`src/rtl/vic20_keymatrix.sv`:
```
// Keyboard-matrix engine: queues host key events, translates them through an external
// row/column table and drives a reference-counted matrix seen by the VIA as row-sense lines.
module vic20_keymatrix #(
    parameter int unsigned ROWS       = 8,
    parameter int unsigned COLS       = 8,
    parameter int unsigned CNT_W      = 2,
    parameter int unsigned SETTLE     = 4096,
    parameter int unsigned FIFO_DEPTH = 8
) (
    input  logic            i_clk,
    input  logic            i_reset_n,
    input  logic            i_key_valid,
    input  logic [6:0]      i_key_code,
    input  logic            i_key_press,
    output logic            o_key_ready,
    input  logic            i_all_up,
    output logic [6:0]      o_tbl_code,
    input  logic [3:0]      i_tbl_row,
    input  logic [3:0]      i_tbl_row_s,
    input  logic [2:0]      i_tbl_col,
    input  logic [2:0]      i_tbl_col_s,
    input  logic [COLS-1:0] i_col_sel_n,
    output logic [ROWS-1:0] o_row_sense_n,
    output logic            o_busy,
    output logic            o_overflow
);

    localparam int unsigned AW = $clog2(FIFO_DEPTH);
    localparam int unsigned SW = (SETTLE > 1) ? $clog2(SETTLE) : 1;
    localparam logic [SW-1:0] SETTLE_LOAD = SW'(SETTLE - 1);

    typedef enum logic [2:0] {
        StIdle,
        StLook,
        StShOn,
        StWaitOn,
        StKeyOn,
        StKeyOff,
        StWaitOff,
        StShOff
    } state_e;

    state_e r_state;

    // Event queue: {code, press}
    logic [7:0]  r_fifo_mem [FIFO_DEPTH];
    logic [AW:0] r_wr_ptr;
    logic [AW:0] r_rd_ptr;
    logic        w_empty;
    logic        w_full;
    logic        w_push;
    logic        w_pop;
    logic [7:0]  w_head;

    // Per-code record {row, col, row_s, col_s}; held bits live in flops so all_up clears them at once
    logic [13:0]  r_rec_mem [128];
    logic [13:0]  r_rec;
    logic [127:0] r_held;

    logic [6:0]    r_code;
    logic          r_press;
    logic [3:0]    r_row;
    logic [2:0]    r_col;
    logic [3:0]    r_row_s;
    logic [2:0]    r_col_s;
    logic [SW-1:0] r_settle;
    logic          r_overflow;

    logic [CNT_W-1:0] r_cnt [ROWS][COLS];
    logic [COLS-1:0]  w_pressed [ROWS];
    logic [ROWS-1:0]  w_sense_n;
    logic [ROWS-1:0]  r_row_sense_n;

    logic       w_mapped;
    logic       w_shifted;
    logic       w_rec_we;
    logic       w_cnt_inc;
    logic       w_cnt_dec;
    logic [3:0] w_tgt_row;
    logic [2:0] w_tgt_col;

    assign w_empty = (r_wr_ptr == r_rd_ptr);
    assign w_full  = (r_wr_ptr[AW] != r_rd_ptr[AW]) &&
                     (r_wr_ptr[AW-1:0] == r_rd_ptr[AW-1:0]);
    assign w_head  = r_fifo_mem[r_rd_ptr[AW-1:0]];
    assign w_pop   = (r_state == StIdle) && !w_empty && !i_all_up;
    // A pop in the same cycle frees a slot, so a full queue still accepts
    assign o_key_ready = !w_full || w_pop;
    assign w_push  = i_key_valid && o_key_ready && !i_all_up;

    assign w_mapped  = (32'(i_tbl_row) < ROWS);
    assign w_shifted = (32'(i_tbl_row_s) < ROWS);
    assign w_rec_we  = (r_state == StLook) && r_press && !r_held[r_code] && w_mapped &&
                       !i_all_up;

    assign o_tbl_code    = r_code;
    assign o_row_sense_n = r_row_sense_n;
    assign o_busy        = (r_state != StIdle) || !w_empty;
    assign o_overflow    = r_overflow;

    always_ff @(posedge i_clk or negedge i_reset_n) begin
        if (!i_reset_n) begin
            r_wr_ptr <= '0;
            r_rd_ptr <= '0;
        end else if (i_all_up) begin
            r_wr_ptr <= '0;
            r_rd_ptr <= '0;
        end else begin
            if (w_push) r_wr_ptr <= r_wr_ptr + 1'b1;
            if (w_pop)  r_rd_ptr <= r_rd_ptr + 1'b1;
        end
    end

    always_ff @(posedge i_clk) begin
        if (w_push) r_fifo_mem[r_wr_ptr[AW-1:0]] <= {i_key_code, i_key_press};
        if (w_rec_we) r_rec_mem[r_code] <= {i_tbl_row, i_tbl_col, i_tbl_row_s, i_tbl_col_s};
        if (w_pop) r_rec <= r_rec_mem[w_head[7:1]];
    end

    always_ff @(posedge i_clk or negedge i_reset_n) begin
        if (!i_reset_n) begin
            r_overflow <= 1'b0;
        end else if (i_key_valid && !o_key_ready) begin
            r_overflow <= 1'b1;
        end
    end

    always_ff @(posedge i_clk or negedge i_reset_n) begin
        if (!i_reset_n) begin
            r_state  <= StIdle;
            r_code   <= '0;
            r_press  <= 1'b0;
            r_row    <= '0;
            r_col    <= '0;
            r_row_s  <= '0;
            r_col_s  <= '0;
            r_settle <= '0;
            r_held   <= '0;
        end else if (i_all_up) begin
            r_state <= StIdle;
            r_held  <= '0;
        end else begin
            unique case (r_state)
                StIdle: begin
                    if (w_pop) begin
                        r_code  <= w_head[7:1];
                        r_press <= w_head[0];
                        r_state <= StLook;
                    end
                end
                StLook: begin
                    if (r_press) begin
                        if (r_held[r_code] || !w_mapped) begin
                            r_state <= StIdle;
                        end else begin
                            r_held[r_code] <= 1'b1;
                            r_row   <= i_tbl_row;
                            r_col   <= i_tbl_col;
                            r_row_s <= i_tbl_row_s;
                            r_col_s <= i_tbl_col_s;
                            r_state <= w_shifted ? StShOn : StKeyOn;
                        end
                    end else if (r_held[r_code]) begin
                        // Breaks replay the stored record, never the live table
                        r_held[r_code] <= 1'b0;
                        {r_row, r_col, r_row_s, r_col_s} <= r_rec;
                        r_state <= StKeyOff;
                    end else begin
                        r_state <= StIdle;
                    end
                end
                StShOn: begin
                    r_settle <= SETTLE_LOAD;
                    r_state  <= StWaitOn;
                end
                StWaitOn: begin
                    if (r_settle == '0) r_state <= StKeyOn;
                    else                r_settle <= r_settle - SW'(1);
                end
                StKeyOn: begin
                    r_state <= StIdle;
                end
                StKeyOff: begin
                    if (32'(r_row_s) < ROWS) begin
                        r_settle <= SETTLE_LOAD;
                        r_state  <= StWaitOff;
                    end else begin
                        r_state <= StIdle;
                    end
                end
                StWaitOff: begin
                    if (r_settle == '0) r_state <= StShOff;
                    else                r_settle <= r_settle - SW'(1);
                end
                StShOff: begin
                    r_state <= StIdle;
                end
                default: r_state <= StIdle;
            endcase
        end
    end

    always_comb begin
        w_cnt_inc = (r_state == StShOn) || (r_state == StKeyOn);
        w_cnt_dec = (r_state == StKeyOff) || (r_state == StShOff);
        if ((r_state == StShOn) || (r_state == StShOff)) begin
            w_tgt_row = r_row_s;
            w_tgt_col = r_col_s;
        end else begin
            w_tgt_row = r_row;
            w_tgt_col = r_col;
        end
    end

    // Saturating up, floor-at-zero down; shared positions stay pressed until the last release
    always_ff @(posedge i_clk or negedge i_reset_n) begin
        if (!i_reset_n) begin
            for (int unsigned r = 0; r < ROWS; r++) begin
                for (int unsigned c = 0; c < COLS; c++) begin
                    r_cnt[r][c] <= '0;
                end
            end
        end else begin
            for (int unsigned r = 0; r < ROWS; r++) begin
                for (int unsigned c = 0; c < COLS; c++) begin
                    if (i_all_up) begin
                        r_cnt[r][c] <= '0;
                    end else if ((32'(w_tgt_row) == r) && (32'(w_tgt_col) == c)) begin
                        if (w_cnt_inc && (r_cnt[r][c] != {CNT_W{1'b1}})) begin
                            r_cnt[r][c] <= r_cnt[r][c] + 1'b1;
                        end else if (w_cnt_dec && (r_cnt[r][c] != '0)) begin
                            r_cnt[r][c] <= r_cnt[r][c] - 1'b1;
                        end
                    end
                end
            end
        end
    end

    always_comb begin
        for (int unsigned r = 0; r < ROWS; r++) begin
            for (int unsigned c = 0; c < COLS; c++) begin
                w_pressed[r][c] = (r_cnt[r][c] != '0);
            end
            w_sense_n[r] = ~|(w_pressed[r] & ~i_col_sel_n);
        end
    end

    always_ff @(posedge i_clk or negedge i_reset_n) begin
        if (!i_reset_n) begin
            r_row_sense_n <= '1;
        end else begin
            r_row_sense_n <= w_sense_n;
        end
    end

endmodule

```
`config.mk`:
```
export PLATFORM = sky130hd
export DESIGN_NAME = vic20_keymatrix
export DESIGN_NICKNAME = d
export VERILOG_FILES = /design/src/rtl/vic20_keymatrix.sv
export SDC_FILE = /design/constraint.sdc
export NUM_CORES = 2
export LEC_CHECK = 0
export BUFFER_PORTS_ARGS = -buffer_cell sky130_fd_sc_hd__buf_2
export CORE_ASPECT_RATIO = 0.8
export CORE_MARGIN = 1
export CORE_UTILIZATION = 55
export DETAILED_ROUTE_END_ITERATION = 7
export PLACE_DENSITY = 0.78
export REMOVE_ABC_BUFFERS = 1
export SLEW_MARGIN = 10
export SYNTH_ARGS = -nofsm -noshare
export SYNTH_HDL_FRONTEND = slang
export SYNTH_SLANG_ARGS = --single-unit
```
`constraint.sdc`:
```
create_clock -name i_clk -period 6.1 [get_ports i_clk]
set_input_delay 1.22 -clock i_clk [delete_from_list [all_inputs] [get_ports i_clk]]
set_output_delay 1.22 -clock i_clk [all_outputs]
set_load 0.02 [all_outputs]
```
==> key figures <==
STA
  – Rel. slew slack: 3.983%
  – RSZ-0062 raised after global routing: false
  – Final setup fails: 0
  – Worst Clk Skew: 57.38 ps
  – Final Max Slew Viols: 0
  – Fin. Hold Viols: 0
  – Minimum clock period: 5667 ps
  – Slew at the pin with the worst max-slew slack: 1422 ps
  – Period utilization: 92.90%
  – Fmax: 176.5 MHz

Detailed routing
  – Vias per cell: 6.552
  – Avg WL per Cell: 26.60 um
  – Antenna-violating nets left: 0
  – Router iterations before antenna repair: 8
  – Final wirelength: 272200 um
  – Remaining DRCs: 1
  – Initial DRC Count: 11733
  – Vias: 67050

Synthesis
  – Seq/Total Area, Yosys: 69.44%
  – Post-synthesis average cell area: 11.82 um2
  – Syn Std Cell Area: 92050 um2
  – Post-synth EDFFs: 1870
  – Asr flop ratio synth: 14.22%
  – Most used DFF post-synth: edfxtp_1
  – FF+latch count, synth: 2180
  – Syn. warnings: 0
  – Synth cell types: 65
  – Post-Synthesis Cells: 7785

CTS
  – PostCTS Resize Cnt: 0
  – Root Buffer: clkbuf_16
  – TritonCTS buffer count: 201
  – Reg clk slew, reported paths: 60 ps
  – # clock sinks: 2180
  – Clk buf depth: 3
  – Post-CTS Setup Inserts: 0
  – H-tree depth: 4
  – Clock Latency Late Sink: 860 ps
  – CTS tree: built
  – Post-CTS Hold Buffers: 0

Worst setup path
  – CP Cell Sequence: mux4_2, mux2i_4, buf_12, buf_12, nor4_2, buf_4, nand3_1, nand4_1, o41ai_1, nand2_1, nor4_1
  – Critical Path Start Type: flop
  – Crit-path slowest cell: o41ai_1
  – CP most frequent cell: buf_12
  – CP Capture Type: flop
  – Required time of the worst setup path: 6780 ps
  – Slowest Stage Delay on Critical Path: 1260 ps
  – WP data arrival: 6340 ps
  – WP buf/inv: 3
  – Critical path class: flop to flop
  – CP top delay family: multiplexers
  – CP Max Fanout: 71

Global route
  – M3 GR Usage: 10.24%
  – Met2 Track Usage GR: 45.36%
  – Maximum number of pins on one net before global-route repair: 130
  – Vias in the first global route: 63398
  – Initial antenna violation count: 11
  – Gr ovfl total: 0
  – First-pass GRT wire length: 401800 um
  – Met1 Track Usage GR: 44.77%
  – Total GRT Usage: 31.75%
  – Busiest grt layer: met2

Status
  – Status: complete, but fails checks
  – Failing checks: DRC

Run
  – Max_cap viols: 0

Pwr
  – Leak: 0.03499 uW
  – Power Total: 40640 uW
  – Power Density: 395.7 nW/um2
  – Peak supply drop: 302.2 uV

Floorplan
  – Die area: 169000 um2
  – Die X: 459.4 um
  – DIE HEIGHT: 367.9 um
  – Core area: 165200 um2
  – Io pins: 52
  – Initial core utilization: 55.71%
  – Cell Rows: 133

Place
  – Placed Area: 96520 um2
  – Buffers on Ports: 51
  – Detailed placement HPWL: 162300 um
  – GP Congestion: 0.9831

Layout
  – Final net count: 7873
  – Commonest non-fill, non-tap cell in the layout: nand2_1
  – Most frequent cells in the layout: 1893 x nand2_1, 1870 x edfxtp_1, 980 x nand3_1, 466 x a21oi_1, 309 x buf_4
  – Filler instances: 12031
  – Area grow syn2layout: 11.58%
  – Cell area after layout: 102700 um2
  – Share of layout cells above drive strength 1: 11.69%

Hold path
  – Hold WC Path Type: input port to asynchronous set/reset pin
-- worst register-to-register path, cell delays in order, from the launching register on --
cell and delay (ps):
dfrtp_1 700, mux4_2 630, mux2i_4 730, buf_12 380, buf_12 360, nor4_2 140
buf_4 250, nand3_1 120, nand4_1 200, o41ai_1 1260, nand2_1 370, nor4_1 360
-- Yosys cell counts, types with 15 or more instances --
library cell / count / area share [%]
a21oi_1: 466 / 2.5
nor2_1: 291 / 1.2
edfxtp_1: 1870 / 61
o21ai_0: 218 / 1.2
nor4_1: 60 / 0.41
mux2_2: 61 / 0.75
mux2i_1: 106 / 1.2
o22ai_1: 50 / 0.34
buf_4: 21 / 0.17
a221oi_1: 15 / 0.14
clkbuf_1: 331 / 1.3
dfrtp_1: 302 / 8.2
nor2b_1: 72 / 0.49
nand2_1: 1898 / 7.7
mux4_2: 29 / 0.71
or3_1: 69 / 0.47
buf_2: 135 / 0.73
xnor2_1: 68 / 0.65
buf_1: 28 / 0.11
nand4_1: 187 / 1.3
nand2b_1: 21 / 0.14
nor3_1: 217 / 1.2
o21a_1: 68 / 0.55
o41ai_1: 27 / 0.26
nand3_1: 983 / 5.3
a2111oi_0: 64 / 0.61
-- routing by layer --
layer	vias to the layer above	share of wire (%)
met5	-	0.076
met4	8	4.5
met3	774	15
met2	5159	43
met1	32608	37
li1	28501	-
-- report_power, final --
group | switching, uW | internal [uW] | leakage [uW]
registers | 306 | 16500 | 0.0210
clock network | 5550 | 6520 | 0.00302
logic | 8930 | 2890 | 0.0110
-- layout make-up --
type | count | area (um2) | area share, %
Inverter | 13 | 48.80 | 0.04751
Multi-Input combinational cell | 5075 | 26880 | 26.16
Timing Repair Buffer | 365 | 2904 | 2.827
Tap cell | 2227 | 2786 | 2.713
Clock inverter | 108 | 822.0 | 0.8003
Sequential cell | 2180 | 63920 | 62.23
Clock buffer | 259 | 5341 | 5.200
Antenna cell | 6 | 15.01 | 0.01462
-- sequential cells by signal, summed over array words and instances (netlist names) --
| signal | cells |
|---|---|
| r_rec_mem | 1792 |
| r_cnt | 128 |
| r_held | 128 |
| r_fifo_mem | 64 |
| r_rec | 14 |
| r_settle | 12 |
| o_row_sense_n | 8 |
| o_tbl_code | 7 |
| r_rd_ptr | 4 |
| r_row | 4 |
| r_row_s | 4 |
| r_wr_ptr | 4 |
| r_col | 3 |
| r_col_s | 3 |
| r_state | 3 |
| o_overflow | 1 |
| r_press | 1 |
-- kinds of logic (layout without fill, tap and decap cells) --
group	after synthesis	after routing	share of synthesized area [%]
flip-flops	2180	2180	69.44
AND/OR/NAND/NOR	3838	3838	18.57
XOR/XNOR	81	81	0.7707
buffers and inverters	530	745	2.447
AO/OA/AOI/OAI	948	948	5.970
adder cells (fa/ha/maj)	3	3	0.04078
multiplexers	205	205	2.758
other	0	6	0
-- through the flow --
step / instances / worst slack (ps) / util [%] / setup TNS, ps / hold slack [ps]
2_1_floorplan: 7268 / -5532 / - / -1867570 / 474.8
3_3_place_gp: 9860 / 619.2 / 58.41 / 0 / 493.6
3_5_place_dp: 9860 / 673.0 / 58.41 / 0 / 492.0
4_1_cts: 10227 / 635.0 / 62.14 / 0 / 508.4
5_1_grt: 10229 / 468.1 / 62.15 / 0 / 541.1
6_report: 10233 / 433.3 / 62.16 / 0 / 477.5
-- final timing paths --
path	slack [ps]	start	endpoint	depth (start not counted)
worst max register to register	430	r_rd_ptr[1]	r_rec[8]	11
min in group i_clk	510	r_settle[6]	r_settle[6]	2
max in group asynchronous	4290	i_reset_n	o_tbl_code[1]	2
worst min register to register	510	r_settle[6]	r_settle[6]	2
worst max-delay path	430	r_rd_ptr[1]	r_rec[8]	11
worst min-delay path	480	i_reset_n	r_cnt[57]	1
No activity file was read; power rests on OpenSTA's default activity.
